<file path="src/rtl/multdiv_pkg.sv">
// rtl/multdiv_pkg.sv - shared state encoding, constants and helpers for the multiply/divide unit
package multdiv_pkg;

    typedef enum logic [1:0] {
        IDLE = 2'd0,
        BUSY = 2'd1,
        DONE = 2'd2
    } state_e;

    localparam logic [5:0]  CNT_LAST    = 6'd31;
    localparam logic [4:0]  RSTATUS_REG = 5'd30;
    localparam logic [31:0] EXC_MULT    = 32'd4;
    localparam logic [31:0] EXC_DIV     = 32'd5;

    // Magnitude of a two's-complement word; -2^31 maps to 0x80000000 read as unsigned.
    function automatic logic [31:0] abs32(input logic [31:0] v);
        return v[31] ? (~v + 32'd1) : v;
    endfunction

endpackage

</file>
<file path="src/rtl/multdiv_step.sv">
// rtl/multdiv_step.sv - one unsigned radix-2 iteration: shift-add multiply or restoring shift-subtract divide
module multdiv_step
    import multdiv_pkg::*;
(
    input  logic        i_div,
    input  logic [31:0] i_hi,
    input  logic [31:0] i_lo,
    input  logic [31:0] i_b,
    output logic [31:0] o_hi,
    output logic [31:0] o_lo
);

    logic [32:0] w_sum;
    logic [32:0] w_shift;
    logic [32:0] w_diff;

    // Multiply: add multiplicand on lo[0] then shift {hi,lo} right.
    // Divide: shift {hi,lo} left, keep the trial subtraction if it did not borrow.
    always_comb begin
        w_sum   = {1'b0, i_hi} + (i_lo[0] ? {1'b0, i_b} : 33'd0);
        w_shift = {i_hi, i_lo[31]};
        w_diff  = w_shift - {1'b0, i_b};
        if (i_div) begin
            if (!w_diff[32]) begin
                o_hi = w_diff[31:0];
                o_lo = {i_lo[30:0], 1'b1};
            end else begin
                o_hi = {i_hi[30:0], i_lo[31]};
                o_lo = {i_lo[30:0], 1'b0};
            end
        end else begin
            o_hi = w_sum[32:1];
            o_lo = {w_sum[0], i_lo[31:1]};
        end
    end

endmodule

</file>
<file path="src/rtl/multdiv_ctrl.sv">
// rtl/multdiv_ctrl.sv - iterative signed multiply/divide sequencer with register write-back (option: MULTDIV_EXC_EN)
module multdiv_ctrl
    import multdiv_pkg::*;
(
    input  logic        clock,
    input  logic        reset_n,
    input  logic        ctrl_mult,
    input  logic        ctrl_div,
    input  logic [31:0] op_a,
    input  logic [31:0] op_b,
    input  logic [4:0]  rd_in,
    output logic        stall,
    output logic        wb_we,
    output logic [4:0]  wb_reg,
    output logic [31:0] wb_data,
    output logic        exc
);

    state_e      r_state;
    state_e      w_next;
    logic [5:0]  r_cnt;
    logic [31:0] r_hi;
    logic [31:0] r_lo;
    logic [31:0] r_b;
    logic [4:0]  r_rd;
    logic        r_div;
    logic        r_neg;
    logic        r_dz;

    logic        w_start;
    logic        w_start_div;
    logic [31:0] w_step_hi;
    logic [31:0] w_step_lo;
    logic [31:0] w_low;

    // Multiply wins when both requests arrive together.
    assign w_start     = (r_state == IDLE) && (ctrl_mult || ctrl_div);
    assign w_start_div = ctrl_div && !ctrl_mult;

    // The core works on magnitudes; the low word of the negated product equals
    // the negated low word, so one negation serves both quotient and product.
    assign w_low = r_neg ? (~r_lo + 32'd1) : r_lo;

`ifdef MULTDIV_EXC_EN
    logic [63:0] w_prod_s;
    logic        w_ovf;
    assign w_prod_s = r_neg ? (~{r_hi, r_lo} + 64'd1) : {r_hi, r_lo};
    assign w_ovf    = (w_prod_s[63:32] != {32{w_prod_s[31]}});
`endif

    multdiv_step u_step (
        .i_div (r_div),
        .i_hi  (r_hi),
        .i_lo  (r_lo),
        .i_b   (r_b),
        .o_hi  (w_step_hi),
        .o_lo  (w_step_lo)
    );

    // State register.
    always_ff @(posedge clock or negedge reset_n) begin
        if (!reset_n) r_state <= IDLE;
        else          r_state <= w_next;
    end

    // Next state: divide-by-zero skips BUSY entirely.
    always_comb begin
        w_next = r_state;
        case (r_state)
            IDLE: if (w_start) w_next = (w_start_div && (op_b == 32'd0)) ? DONE : BUSY;
            BUSY: if (r_cnt == CNT_LAST) w_next = DONE;
            DONE: w_next = IDLE;
            default: w_next = IDLE;
        endcase
    end

    // Operand capture on start, one iteration per BUSY cycle.
    always_ff @(posedge clock or negedge reset_n) begin
        if (!reset_n) begin
            r_cnt <= 6'd0;
            r_hi  <= 32'd0;
            r_lo  <= 32'd0;
            r_b   <= 32'd0;
            r_rd  <= 5'd0;
            r_div <= 1'b0;
            r_neg <= 1'b0;
            r_dz  <= 1'b0;
        end else if (w_start) begin
            r_cnt <= 6'd0;
            r_hi  <= 32'd0;
            r_lo  <= w_start_div ? abs32(op_a) : abs32(op_b);
            r_b   <= w_start_div ? abs32(op_b) : abs32(op_a);
            r_rd  <= rd_in;
            r_div <= w_start_div;
            r_neg <= op_a[31] ^ op_b[31];
            r_dz  <= w_start_div && (op_b == 32'd0);
        end else if (r_state == BUSY) begin
            r_cnt <= r_cnt + 6'd1;
            r_hi  <= w_step_hi;
            r_lo  <= w_step_lo;
        end
    end

    // Outputs: stall while starting or iterating; write-back only in DONE.
    always_comb begin
        stall   = w_start || (r_state == BUSY);
        wb_we   = 1'b0;
        wb_reg  = 5'd0;
        wb_data = 32'd0;
        exc     = 1'b0;
        if (r_state == DONE) begin
            wb_we  = 1'b1;
            wb_reg = r_rd;
            if (r_dz) begin
`ifdef MULTDIV_EXC_EN
                wb_reg  = RSTATUS_REG;
                wb_data = EXC_DIV;
                exc     = 1'b1;
`else
                wb_data = 32'd0;
`endif
            end else begin
                wb_data = w_low;
`ifdef MULTDIV_EXC_EN
                if (!r_div && w_ovf) begin
                    wb_reg  = RSTATUS_REG;
                    wb_data = EXC_MULT;
                    exc     = 1'b1;
                end
`endif
            end
        end
    end

endmodule

</file>
<file path="config.mk">
export PLATFORM = sky130hd
export DESIGN_NAME = multdiv_ctrl
export DESIGN_NICKNAME = d
export VERILOG_FILES = /design/src/rtl/multdiv_pkg.sv /design/src/rtl/multdiv_step.sv /design/src/rtl/multdiv_ctrl.sv
export SDC_FILE = /design/constraint.sdc
export NUM_CORES = 1
export LEC_CHECK = 0
export ABC_AREA = 1
export BUFFER_PORTS_ARGS = -buffer_cell sky130_fd_sc_hd__buf_2
export CORE_MARGIN = 10
export CORE_UTILIZATION = 38
export DETAILED_ROUTE_END_ITERATION = 8
export SLEW_MARGIN = 20
export SYNTH_ARGS = -nofsm -noshare
export SYNTH_HDL_FRONTEND = slang
export SYNTH_SLANG_ARGS = --single-unit
</file>
<file path="constraint.sdc">
create_clock -name clock -period 3.15 [get_ports clock]
set_input_delay 0.1575 -clock clock [delete_from_list [all_inputs] [get_ports clock]]
set_output_delay 0.1575 -clock clock [all_outputs]
set_load 0.01 [all_outputs]
</file>
==> reports/qor.yml, run 1 <==
clock_network:
  clock_sinks: 112
  cts_max_level: 3
  clk_latency_ns: 0.37
  cts_tree: "done"
  cts_root_buffer: "clkbuf_16"
  cts_inserted_buffers: 9
  cts_buffer_depth: 2
  cts.reportedPaths.clkPinSlew_ns: 0.08
setup_path:
  cp_slowest_cell: "dfrtp_1"
  cpMostUsedCell: "nand2_1"
  reg2regPathDepth: 18
  r2r_end: "r_hi[15]"
  crit_required_ns: 3.41
  crit_type: "reg -> reg"
  critPathBufInv: 5
  arrival_ns: 3.12
  critical-path-top-delay-family: "simple AND/OR/NAND/NOR gates"
  critPathMaxStageDelay_ns: 0.47
  path_cells: "buf_4 > buf_4 > nand2_1 > inv_1 > ha_1 > nand2_1 > nor2_1 > inv_1 > nor2_1 > nand2_1 > nand3_1 > nand2_1 > nand3_1 > nand2_1 > o21ai_0 > inv_1 > nand2_1 > nand2_1"
  critPathCaptureType: "flip-flop"
  worstSetupStartpointType: "flip-flop"
  r2r_setup_slack_ns: 0.29
  path_max_fanout: 20
  r2r_start: "r_lo[0]"
pwr:
  pwr_density_cell_nw_per_um2: 1170
  irDropWorstVdd_mv: 0.457
  leakagePower_nw: 8.47
timing:
  tightest_slew_ns: 0.926
  finClkSkew_ns: 0.0155
  hold_viol: 0
  fin_setup_tns_ns: 0
  relSlewSlack_pct: 38.3
  max_freq_mhz: 350
  setup_viol: 0
  finalCritPeriodShare_pct: 90.7
  grt_setup_unrepaired: "no"
  min_period_ns: 2.86
  finalMaxSlewViolations: 0
die:
  fp.coreArea_um2: 35600
  start_util_pct: 38.5
  fp-row-count: 69
  fp.dieArea_um2: 44000
  ios: 113
  die_x_um: 210
  die_h_um: 210
grt:
  grt_pass1_wl_um: 86500
  gr-total-overflow: 0
  grt_usage_pct: 24.7
  grt_pass1_vias: 14900
  antenna_found_initial: 1
  grt_start_max_net_pins: 63
logic_synthesis:
  synth_compound_area_share_pct: 13.1
  synth.distinct_cells: 52
  synth_fa_ha_area_share_pct: 6.51
  synth_edf_count: 0
  synthCells: 2439
  synth.yosys.warnings: 0
  netlist_area_um2: 13700
  synth-seq-cells: 112
  seq_area_frac_synth_pct: 20.5
  synth_xor_area_share_pct: 4.73
  synthSimpleGateAreaFrac_pct: 41.1
  synthMuxAreaShare_pct: 0.0822
  avgSynthCellArea_um2: 5.61
  synth_nets: 2582
  async_reset_ff_share_pct: 100
  synth_top_family_by_area: "simple AND/OR/NAND/NOR gates"
  synth_ff_type: "dfrtp_1"
layout:
  final_cell_mix: "854 x nand2_1, 419 x inv_1, 215 x nor2_1, 166 x nand3_1, 121 x o21ai_0"
  fin_nets: 2667
  final_common_cell: "nand2_1"
  fillers: 3985
  fin_cells: 2990
  area_growth_pct: 10.7
  regArea_um2: 2800
  diodes: 0
  multi_input_area_um2: 9000
  layout-drive-gt1-share_pct: 8.19
placement:
  dpl.hpwl_um: 46200
  gp_congestion: 1.01
  port-buffer-count: 111
  dp.cells: 2968
worst_hold_path:
  worstHoldStart: "op_a[24]"
  min_path_type: "in -> reg"
  min_to: "r_b[24]"
  hold_path_depth: 4
run_status:
  status: "completed"
route:
  wl_per_cell_um: 18.7
  vias_per_cell: 5.21
  ant_nets: 0
  vias: 15600
  drt_iter0_drc: 1313
  drt_pass1_iterations: 5
  drt_drc_violations_left: 0
  wirelength_um: 55800
flow_run:
  maxCapViolCount: 0
## how the worst max path moves through the flow
stage	depth (start not counted)	slack [ns]	start	endpoint
after floorplan	19	0.84	r_lo[31]	r_hi[27]
after global placement	17	0.26	r_lo[31]	r_lo[0]
after detailed placement	17	0.20	r_lo[31]	r_lo[0]
after CTS	17	0.19	r_lo[31]	r_lo[0]
after global routing	15	0.03	r_lo[1]	wb_data[30]
final	18	0.29	r_lo[0]	r_hi[15]
## sequential cells by signal, indices dropped and copies added, names as in the netlist
signal,cells
r_cnt,6
r_div,1
r_dz,1
r_neg,1
r_rd,5
r_hi,32
r_lo,32
r_state,2
r_b,32
## metrics by stage
stage               hold WS (ns)  setup slack (ns)  util [%]  power [W]  instance area [µm²]
finish                     0.170             0.293      42.6     0.0178                15200
global route               0.204            0.0301      42.6     0.0195                15200
detailed placement         0.311             0.201      41.5     0.0163                14800
floorplan                 -0.138             0.835         -     0.0121                13700
CTS                        0.169             0.190      42.6     0.0176                15200
global placement           0.310             0.256      41.5     0.0163                14800
## cell usage after synthesis (3+ instances only)
cell type	instances	area (µm²)
o21bai_1	7	52.6
buf_4	4	30.0
nand3_1	166	831
xor2_1	49	429
nand2_2	22	138
o211ai_1	29	218
a31oi_1	14	87.6
o21ai_1	6	30.0
xnor2_1	25	219
dfrtp_1	112	2800
a22oi_1	9	67.6
or2_2	4	25.0
o2111ai_1	3	26.3
ha_1	68	851
nand2_1	854	3210
nor2_2	7	43.8
o31ai_1	3	22.5
and2_1	3	18.8
a21oi_1	111	556
nor3_1	40	200
nand4_1	28	175
o21ai_0	121	606
buf_1	9	33.8
a21o_1	3	22.5
inv_2	6	22.5
buf_2	5	25.0
o221ai_1	3	26.3
inv_1	419	1570
clkbuf_1	49	184
nor4_1	6	37.5
nor2_1	220	826
nand3b_1	8	60.1
## per-layer routing
layer | part of all wire [%] | routed length [µm] | up-vias | global-route usage [%]
li1 | - | - | 7806 | -
met1 | 44 | 24700 | 7166 | 32.2
met2 | 46 | 25600 | 506 | 40.1
met3 | 5.5 | 3040 | 91 | 3.13
met4 | 4.4 | 2460 | 2 | 10.5
met5 | 0.020 | 11 | - | 0
## report_power, final
part           switching (W)  internal, W
registers           0.000980      0.00213
logic                0.00913      0.00426
clock network       0.000620     0.000636
## layout make-up
type	count	share of cell area [%]
Multi-Input combinational cell	1830	59.4
Sequential cell	112	18.5
Inverter	427	10.6
Timing Repair Buffer	144	5.66
Tap cell	461	3.80
Clock buffer	9	1.49
Clock inverter	7	0.594
## kinds of logic after synthesis
group / count (synthesis)
AND/OR/NAND/NOR: 1365
buffers and inverters: 497
AO/OA/AOI/OAI: 319
flip-flops: 112
XOR/XNOR: 74
adder cells (fa/ha/maj): 70
other: 1
multiplexers: 1
## what timing repair did
action                                  4_1_cts  5_1_grt
endpoints found under the setup margin        0       13
resized for setup                             0        3
buffers inserted                              0        0
hold buffers                                  6        0
endpoints found under the hold margin        66        0
## worst reg2reg max path, delay by kind of cell, from the launching register on
family	cells	cell delay, ns
AND/OR/NAND/NOR	11	1.16
buffers and inverters	5	0.57
flip-flops	1	0.47
adder cells (fa/ha/maj)	1	0.34
AO/OA/AOI/OAI	1	0.21
(Power assumes the default switching activity.)
==> run 2, diff against run 1 <==
--- a/config.mk
+++ b/config.mk
@@ -5,7 +5,6 @@
 export SDC_FILE = /design/constraint.sdc
 export NUM_CORES = 1
 export LEC_CHECK = 0
-export ABC_AREA = 1
 export BUFFER_PORTS_ARGS = -buffer_cell sky130_fd_sc_hd__buf_2
 export CORE_MARGIN = 10
 export CORE_UTILIZATION = 38
==> run 2 against run 1 <==
Effect of this change: the run now ends with setup timing left; utilization rose by 7.1 points; non-clock buffer count up 149; routed wire length shrank 26%; worst setup slack worse by 0.93 ns; largest power group unchanged.
==> reports/qor.yml, run 2 <==
run_status:
  status: "finished with violations"  # was completed
  failed_checks: "setup timing"
route:
  vias_per_cell: 5.92  # was 5.21
  drt_pass1_iterations: 5  # unchanged
  vias: 12200  # was 15600
  drt_iter0_drc: 1027  # was 1313
  wl_per_cell_um: 20.1  # was 18.7 µm
  wirelength_um: 41200  # was 55800 µm
  ant_nets: 0  # unchanged
  drt_drc_violations_left: 0  # unchanged
flow_run:
  maxCapViolCount: 0  # unchanged
logic_synthesis:
  synth_area_leaders: "dfrtp_1 25%, ha_1 7.5%, xor2_1 7.2%, mux2i_1 4.8%, nor2_1 4.7%"  # was nand2_1 23%, dfrtp_1 20%, inv_1 11%, ha_1 6.2%, nand3_1 6.1%
  yosysTopAreaCell: "dfrtp_1"  # was nand2_1
  synth_edf_count: 0  # unchanged
  avgSynthCellArea_um2: 7.89  # was 5.61 µm²
  synth_commonest_cells: "142 x nor2_1, 133 x nand2_1, 112 x dfrtp_1"  # was 854 x nand2_1, 419 x inv_1, 220 x nor2_1
  netlist_area_um2: 11400  # was 13700 µm²
  async_reset_ff_share_pct: 100  # unchanged
  netlist.area_leader.share_pct: 24.6  # was 23.4%
  synth_nets: 1589  # was 2582
  seq_area_frac_synth_pct: 24.6  # was 20.5%
  yosysMostFrequentCell: "nor2_1"  # was nand2_1
  synth_ff_type: "dfrtp_1"  # unchanged
  synth.yosys.warnings: 0  # unchanged
  synthCells: 1446  # was 2439
  synth.distinct_cells: 76  # was 52
  synth-seq-cells: 112  # unchanged
timing:
  finalCritPeriodShare_pct: 120  # was 90.7%
  worst_slack_ns: -0.635  # was 0.293 ns
  fin_hold_ws_ns: 0.132  # was 0.170 ns
  relSlewSlack_pct: 32.7  # was 38.3%
  tightest_slew_ns: 1.01  # was 0.926 ns
  min_period_ns: 3.79  # was 2.86 ns
  grt_setup_unrepaired: "yes"  # was no
  fin_setup_tns_ns: -6.54  # was 0 ns
  hold_viol: 0  # unchanged
  max_freq_mhz: 264  # was 350 MHz
  setup_viol: 15  # was 0
  finClkSkew_ns: 0.0102  # was 0.0155 ns
  finalMaxSlewViolations: 0  # unchanged
placement:
  gp_congestion: 0.946  # was 1.01
  dpl.hpwl_um: 31100  # was 46200 µm
  port-buffer-count: 111  # unchanged
  dpl-instance-area_um2: 13300  # was 14800 µm²
setup_path:
  crit_type: "reg -> out"  # was reg -> reg
  arrival_ns: 3.63  # was 3.12 ns
  crit_required_ns: 2.99  # was 3.41 ns
  critical-path-top-delay-family: "simple AND/OR/NAND/NOR gates"  # unchanged
  path_max_fanout: 3  # was 20
  worstSetupStartpointType: "flip-flop"  # unchanged
  cpMostUsedCell: "or4_4"  # was nand2_1
  critPathCaptureType: "output pin"  # was flip-flop
  critPathBufInv: 2  # was 5
  path_cells: "nor4_4 > buf_4 > nand2b_4 > or4_4 > or3_4 > or4_4 > or4_4 > o31ai_4 > xor2_1 > nor2_1 > buf_2"  # was buf_4 > buf_4 > nand2_1 > inv_1 > ha_1 > nand2_1 > nor2_1 > inv_1 > nor2_1 > nand2_1 > nand3_1 > nand2_1 > nand3_1 > nand2_1 > o21ai_0 > inv_1 > nand2_1 > nand2_1
  critPathMaxStageDelay_ns: 0.54  # was 0.47 ns
  cp_slowest_cell: "or4_4"  # was dfrtp_1
layout:
  final_cell_mix: "151 x buf_4, 131 x nand2_1, 124 x nor2_1, 110 x buf_2, 109 x dfrtp_1"  # was 854 x nand2_1, 419 x inv_1, 215 x nor2_1, 166 x nand3_1, 121 x o21ai_0
  final_core_util_pct: 49.7  # was 42.6%
  layout-drive-gt1-share_pct: 26.7  # was 8.19%
  largestRegisters: "r_b: 32 flops, r_hi: 32 flops, r_lo: 32 flops"  # unchanged
  fin_area_um2: 14700  # was 15200 µm²
  area_growth_pct: 29.2  # was 10.7%
  fin_nets: 1800  # was 2667
  fillers: 2946  # was 3985
  final_common_cell: "buf_4"  # was nand2_1
pwr:
  pwr_density_cell_nw_per_um2: 1280  # was 1170 nW/µm²
  irDropWorstVdd_mv: 0.470  # was 0.457 mV
  leakagePower_nw: 6.64  # was 8.47 nW
clock_network:
  cts_buffer_depth: 2  # unchanged
  clock_sinks: 112  # unchanged
  cts_tree: "done"  # unchanged
  cts_inserted_buffers: 9  # unchanged
  clk_latency_ns: 0.37  # about the same
  cts_max_level: 3  # unchanged
  cts_root_buffer: "clkbuf_16"  # unchanged
  cts.reportedPaths.clkPinSlew_ns: 0.09  # was 0.08 ns
die:
  ios: 113  # unchanged
  start_util_pct: 38.5  # about the same
  die_x_um: 193  # was 210 µm
  fp.dieArea_um2: 37400  # was 44000 µm²
  fp-row-count: 63  # was 69
  die_h_um: 193  # was 210 µm
  fp.coreArea_um2: 29600  # was 35600 µm²
grt:
  antenna_found_initial: 3  # was 1
  grt_pass1_vias: 11800  # was 14900
  grt_pass1_wl_um: 63900  # was 86500 µm
  gr-total-overflow: 0  # unchanged
  grt_start_max_net_pins: 71  # was 63
  grt_usage_pct: 20.4  # was 24.7%
worst_hold_path:
  min_path_type: "in -> reg"  # unchanged
==> run 2: cell count changes after synthesis, moves of 23 or more <==
cell | previous run | this run
a21o_1 | 3 | 46
clkbuf_1 | 49 | 75
inv_1 | 419 | 51
mux2i_1 | 0 | 55
nand2_1 | 854 | 133
nand3_1 | 166 | 19
nor2_1 | 220 | 142
nor3_1 | 40 | 11
o211ai_1 | 29 | 6
o21ai_0 | 121 | 97
o22ai_1 | 2 | 37
o31ai_1 | 3 | 30
xnor2_1 | 25 | 53
xor2_1 | 49 | 94
==> run 2: area by class of cell <==
type | count | area, µm² | share of cell area [%]
Clock buffer | 10 | 229 | 1.55
Inverter | 52 | 198 | 1.34
Clock inverter | 6 | 57.6 | 0.390
Sequential cell | 112 | 2810 | 19.0
Tap cell | 390 | 488 | 3.31
Antenna cell | 2 | 5.00 | 0.0339
Timing Repair Buffer | 293 | 2120 | 14.4
Multi-Input combinational cell | 1189 | 8840 | 60.0
==> run 2: worst paths after layout <==
path | start | slack (ns) | to | cells after the start
worst max-delay path | r_lo[6] | -0.64 | wb_data[28] | 11
worst min-delay path | op_a[0] | 0.13 | r_b[0] | 3
worst max register to register | r_lo[0] | -0.11 | r_hi[26] | 18
worst min register to register | r_rd[2] | 0.47 | r_rd[2] | 2
max in group asynchronous | reset_n | 1.95 | r_hi[2] | 3
min in group asynchronous | reset_n | 0.33 | r_rd[4] | 2
==> run 2: repair_timing <==
item                                    CTS  global route
hold buffers                              6             0
setup buffers                            14            21
pin swaps                                30            87
gates resized for setup                  56           136
gates cloned                              1             2
endpoints found under the hold margin    47             0
endpoints found under the setup margin   45            46
==> run 2: metrics by stage <==
stage | instances | power [W] | setup slack (ns)
floorplan | 1446 | 0.0114 | -0.183
global placement | 1997 | 0.0154 | -0.281
detailed placement | 1997 | 0.0155 | -0.317
CTS | 2033 | 0.0174 | -0.702
global route | 2054 | 0.0203 | -0.754
finish | 2054 | 0.0189 | -0.635
==> run 2: tightest hold or removal path, stage by stage <==
cell and delay (ns):
buf_2 0.14, o22ai_1 0.11, a21oi_1 0.05
==> run 2: kinds of logic (layout without fill, tap and decap cells) <==
kind of cell	after synthesis	count (layout)	share of synthesized area, %
AOI/OAI and AO/OA	487	487	28.4
and+or+nand+nor	423	423	17.7
xor gates and xnor gates	147	147	11.3
buffers and inverters	145	361	4.87
DFF	112	112	24.6
adders and majority gates	70	70	7.81
muxes	61	61	5.42
other	1	3	0.0329
==> run 2: power breakdown <==
part           leakage, nW  switching [W]  internal, W
combinational         5.17        0.00749      0.00701
clock                0.142       0.000646     0.000561
sequential            1.33       0.000967      0.00220
total                 6.64        0.00910      0.00976
==> run 2: layer usage <==
layer / GRT usage [%] / share of wire (%) / vias up
met4: 7.75 / 2.9 / 2
li1: - / - / 5746
met5: 0 / 0.032 / -
met3: 2.13 / 5.1 / 62
met2: 34.2 / 48 / 396
met1: 26.3 / 44 / 5947
==> run 3, diff against run 2 <==
--- a/config.mk
+++ b/config.mk
@@ -7,8 +7,9 @@
 export LEC_CHECK = 0
 export BUFFER_PORTS_ARGS = -buffer_cell sky130_fd_sc_hd__buf_2
 export CORE_MARGIN = 10
-export CORE_UTILIZATION = 38
+export CORE_UTILIZATION = 49
 export DETAILED_ROUTE_END_ITERATION = 8
+export PLACE_DENSITY = 0.68
 export SLEW_MARGIN = 20
 export SYNTH_ARGS = -nofsm -noshare
 export SYNTH_HDL_FRONTEND = slang
==> constraint.sdc (replaced) <==
create_clock -name clock -period 3.15 [get_ports clock]
set_input_delay 0.315 -clock clock [delete_from_list [all_inputs] [get_ports clock]]
set_output_delay 0.315 -clock clock [all_outputs]
set_load 0.01 [all_outputs]
==> run 3 against run 2 <==
Effect of this change: the flow still finishes with violations (setup timing); clock skew is 0.0019 ns lower; highest routed layer is now met4; design area fell by 1.7%; non-clock buffer count decreased by 5; worst setup slack worse by 0.19 ns; cell count is 4.1% lower; sequential power is 1% higher; sequential share of layout area up 0.34 points.
==> reports/qor.yml, run 3 (same netlist as run 2, synthesis figures left out) <==
run_status:
  status: "finished with violations"  # unchanged
  failed_checks: "setup timing"  # unchanged
clock_network:
  clk_latency_ns: 0.37  # about the same
  cts_root_buffer: "clkbuf_16"  # unchanged
  cts_max_level: 3  # unchanged
  cts.reportedPaths.clkPinSlew_ns: 0.08  # was 0.09 ns
  cts_tree: "done"  # unchanged
  cts_buffer_depth: 2  # unchanged
  cts_inserted_buffers: 9  # unchanged
  clock_sinks: 112  # unchanged
timing:
  hold_viol: 0  # unchanged
  relSlewSlack_pct: 46.0  # was 32.7%
  tightest_slew_ns: 0.805  # was 1.01 ns
  finalMaxSlewViolations: 0  # unchanged
  fin_setup_tns_ns: -9.08  # was -6.54 ns
  grt_setup_unrepaired: "yes"  # unchanged
  setup_viol: 16  # was 15
  worst_slack_ns: -0.828  # was -0.635 ns
  max_freq_mhz: 251  # was 264 MHz
  finClkSkew_ns: 0.00832  # was 0.0102 ns
  min_period_ns: 3.98  # was 3.79 ns
  finalCritPeriodShare_pct: 126  # was 120%
setup_path:
  worstSetupStartpointType: "flip-flop"  # unchanged
  crit_required_ns: 2.83  # was 2.99 ns
  crit_type: "reg -> out"  # unchanged
  path_max_fanout: 4  # was 3
  critPathCaptureType: "output pin"  # unchanged
  arrival_ns: 3.66  # was 3.63 ns
layout:
  fin_nets: 1795  # was 1800
  fin_area_um2: 14500  # was 14700 µm²
  final_common_cell: "buf_4"  # unchanged
  largestRegisters: "r_b: 32 flops, r_hi: 32 flops, r_lo: 32 flops"  # unchanged
  diodes: 0  # was 2
  area_growth_pct: 26.9  # was 29.2%
  fillers: 1954  # was 2946
  final_cell_mix: "149 x buf_4, 130 x nand2_1, 127 x nor2_1, 110 x buf_2, 109 x dfrtp_1"  # was 151 x buf_4, 131 x nand2_1, 124 x nor2_1, 110 x buf_2, 109 x dfrtp_1
  layout-drive-gt1-share_pct: 25.7  # was 26.7%
pwr:
  irDropWorstVdd_mv: 0.708  # was 0.470 mV
  leakagePower_nw: 6.61  # was 6.64 nW
  pwr_density_cell_nw_per_um2: 1290  # was 1280 nW/µm²
  power_w: 0.0186  # was 0.0189 W
die:
  ios: 113  # unchanged
  fp.dieArea_um2: 29800  # was 37400 µm²
  die_x_um: 173  # was 193 µm
  fp.coreArea_um2: 22800  # was 29600 µm²
  fp-row-count: 55  # was 63
  start_util_pct: 50.1  # was 38.5%
  die_h_um: 173  # was 193 µm
route:
  ant_nets: 0  # unchanged
  wl_per_cell_um: 19.7  # was 20.1 µm
  drt_pass1_iterations: 5  # unchanged
  vias_per_cell: 6.15  # was 5.92
  drt_drc_violations_left: 0  # unchanged
  vias: 12100  # was 12200
  drt_iter0_drc: 1159  # was 1027
  wirelength_um: 38900  # was 41200 µm
flow_run:
  maxCapViolCount: 0  # unchanged
grt:
  grt_start_max_net_pins: 49  # was 71
  grt_pass1_wl_um: 60900  # was 63900 µm
  antenna_found_initial: 0  # was 3
  gr-total-overflow: 0  # unchanged
  grt_usage_pct: 24.3  # was 20.4%
  grt_pass1_vias: 11700  # was 11800
placement:
  gp_congestion: 0.935  # was 0.946
  dp_slack_ns: -0.492  # was -0.317 ns
  dpl-instance-area_um2: 13100  # was 13300 µm²
  port-buffer-count: 111  # unchanged
  dpl.hpwl_um: 28400  # was 31100 µm
worst_hold_path:
  min_path_type: "in -> reg"  # unchanged
==> run 3: per-stage QoR <==
stage	hold WS (ns)	cells	util [%]
3_3_place_gp	0.382	1903	57.3
4_1_cts	0.122	1937	60.2
5_1_grt	0.125	1970	63.6
6_report	0.129	1970	63.6
2_1_floorplan	0.0194	1446	-
3_5_place_dp	0.388	1903	57.3
==> run 3: area by class of cell <==
type,count,area [µm²],area share [%]
clock buffers,9,225,1.55
clock inverters,7,62.6,0.432
inverters,52,198,1.36
multi-input cells,1189,8710,60.1
flip-flops and latches,112,2810,19.4
well taps,313,392,2.70
repair buffers,288,2100,14.5
==> run 3: layer usage <==
metal  wire (µm)  part of all wire (%)  track usage (%)  vias up
met5           0                     0                0        -
met4         969                   2.5             7.54        0
met3        2600                   6.7             4.14       65
met2       18600                    48             40.1      479
met1       16700                    43             31.8     5830
li1            -                     -                -     5733
==> run 3: worst max-delay path, stage by stage, from the launching register on <==
cell and delay, ns:
dfrtp_2 0.45, nor3_2 0.27, nand2_2 0.09, or4_4 0.43, or3_4 0.35, or4_4 0.43, or3_4 0.36, or2_4 0.28
o41ai_4 0.23, xor2_1 0.18, nor2_1 0.05, buf_2 0.16
==> run 3: where the power goes <==
part,leakage (nW),switching [W],internal (W),total (W)
Sequential,1.33,0.00101,0.00219,0.00320
Clock,0.139,0.000636,0.000557,0.00119
Combinational,5.13,0.00732,0.00692,0.0142
Total,6.61,0.00897,0.00967,0.0186
==> run 3: worst paths after layout <==
kind                           from          end  slack (ns)  depth (start not counted)
setup / recovery            r_lo[0]  wb_data[29]       -0.83                         11
hold / removal             rd_in[1]      r_rd[1]        0.13                          3
setup reg to reg            r_lo[0]     r_hi[30]       -0.04                         18
hold reg to reg             r_rd[0]      r_rd[0]        0.47                          2
max in group asynchronous   reset_n     r_hi[15]        1.83                          3
min in group asynchronous   reset_n      r_lo[2]        0.52                          2
==> run 3: what timing repair did <==
action / CTS / global route
endpoints found under the hold margin: 7 / 0
cloned: 1 / 1
hold buffers: 1 / 0
setup buffers: 16 / 33
pin swaps: 26 / 68
resized for setup: 41 / 119
endpoints found under the setup margin: 45 / 49
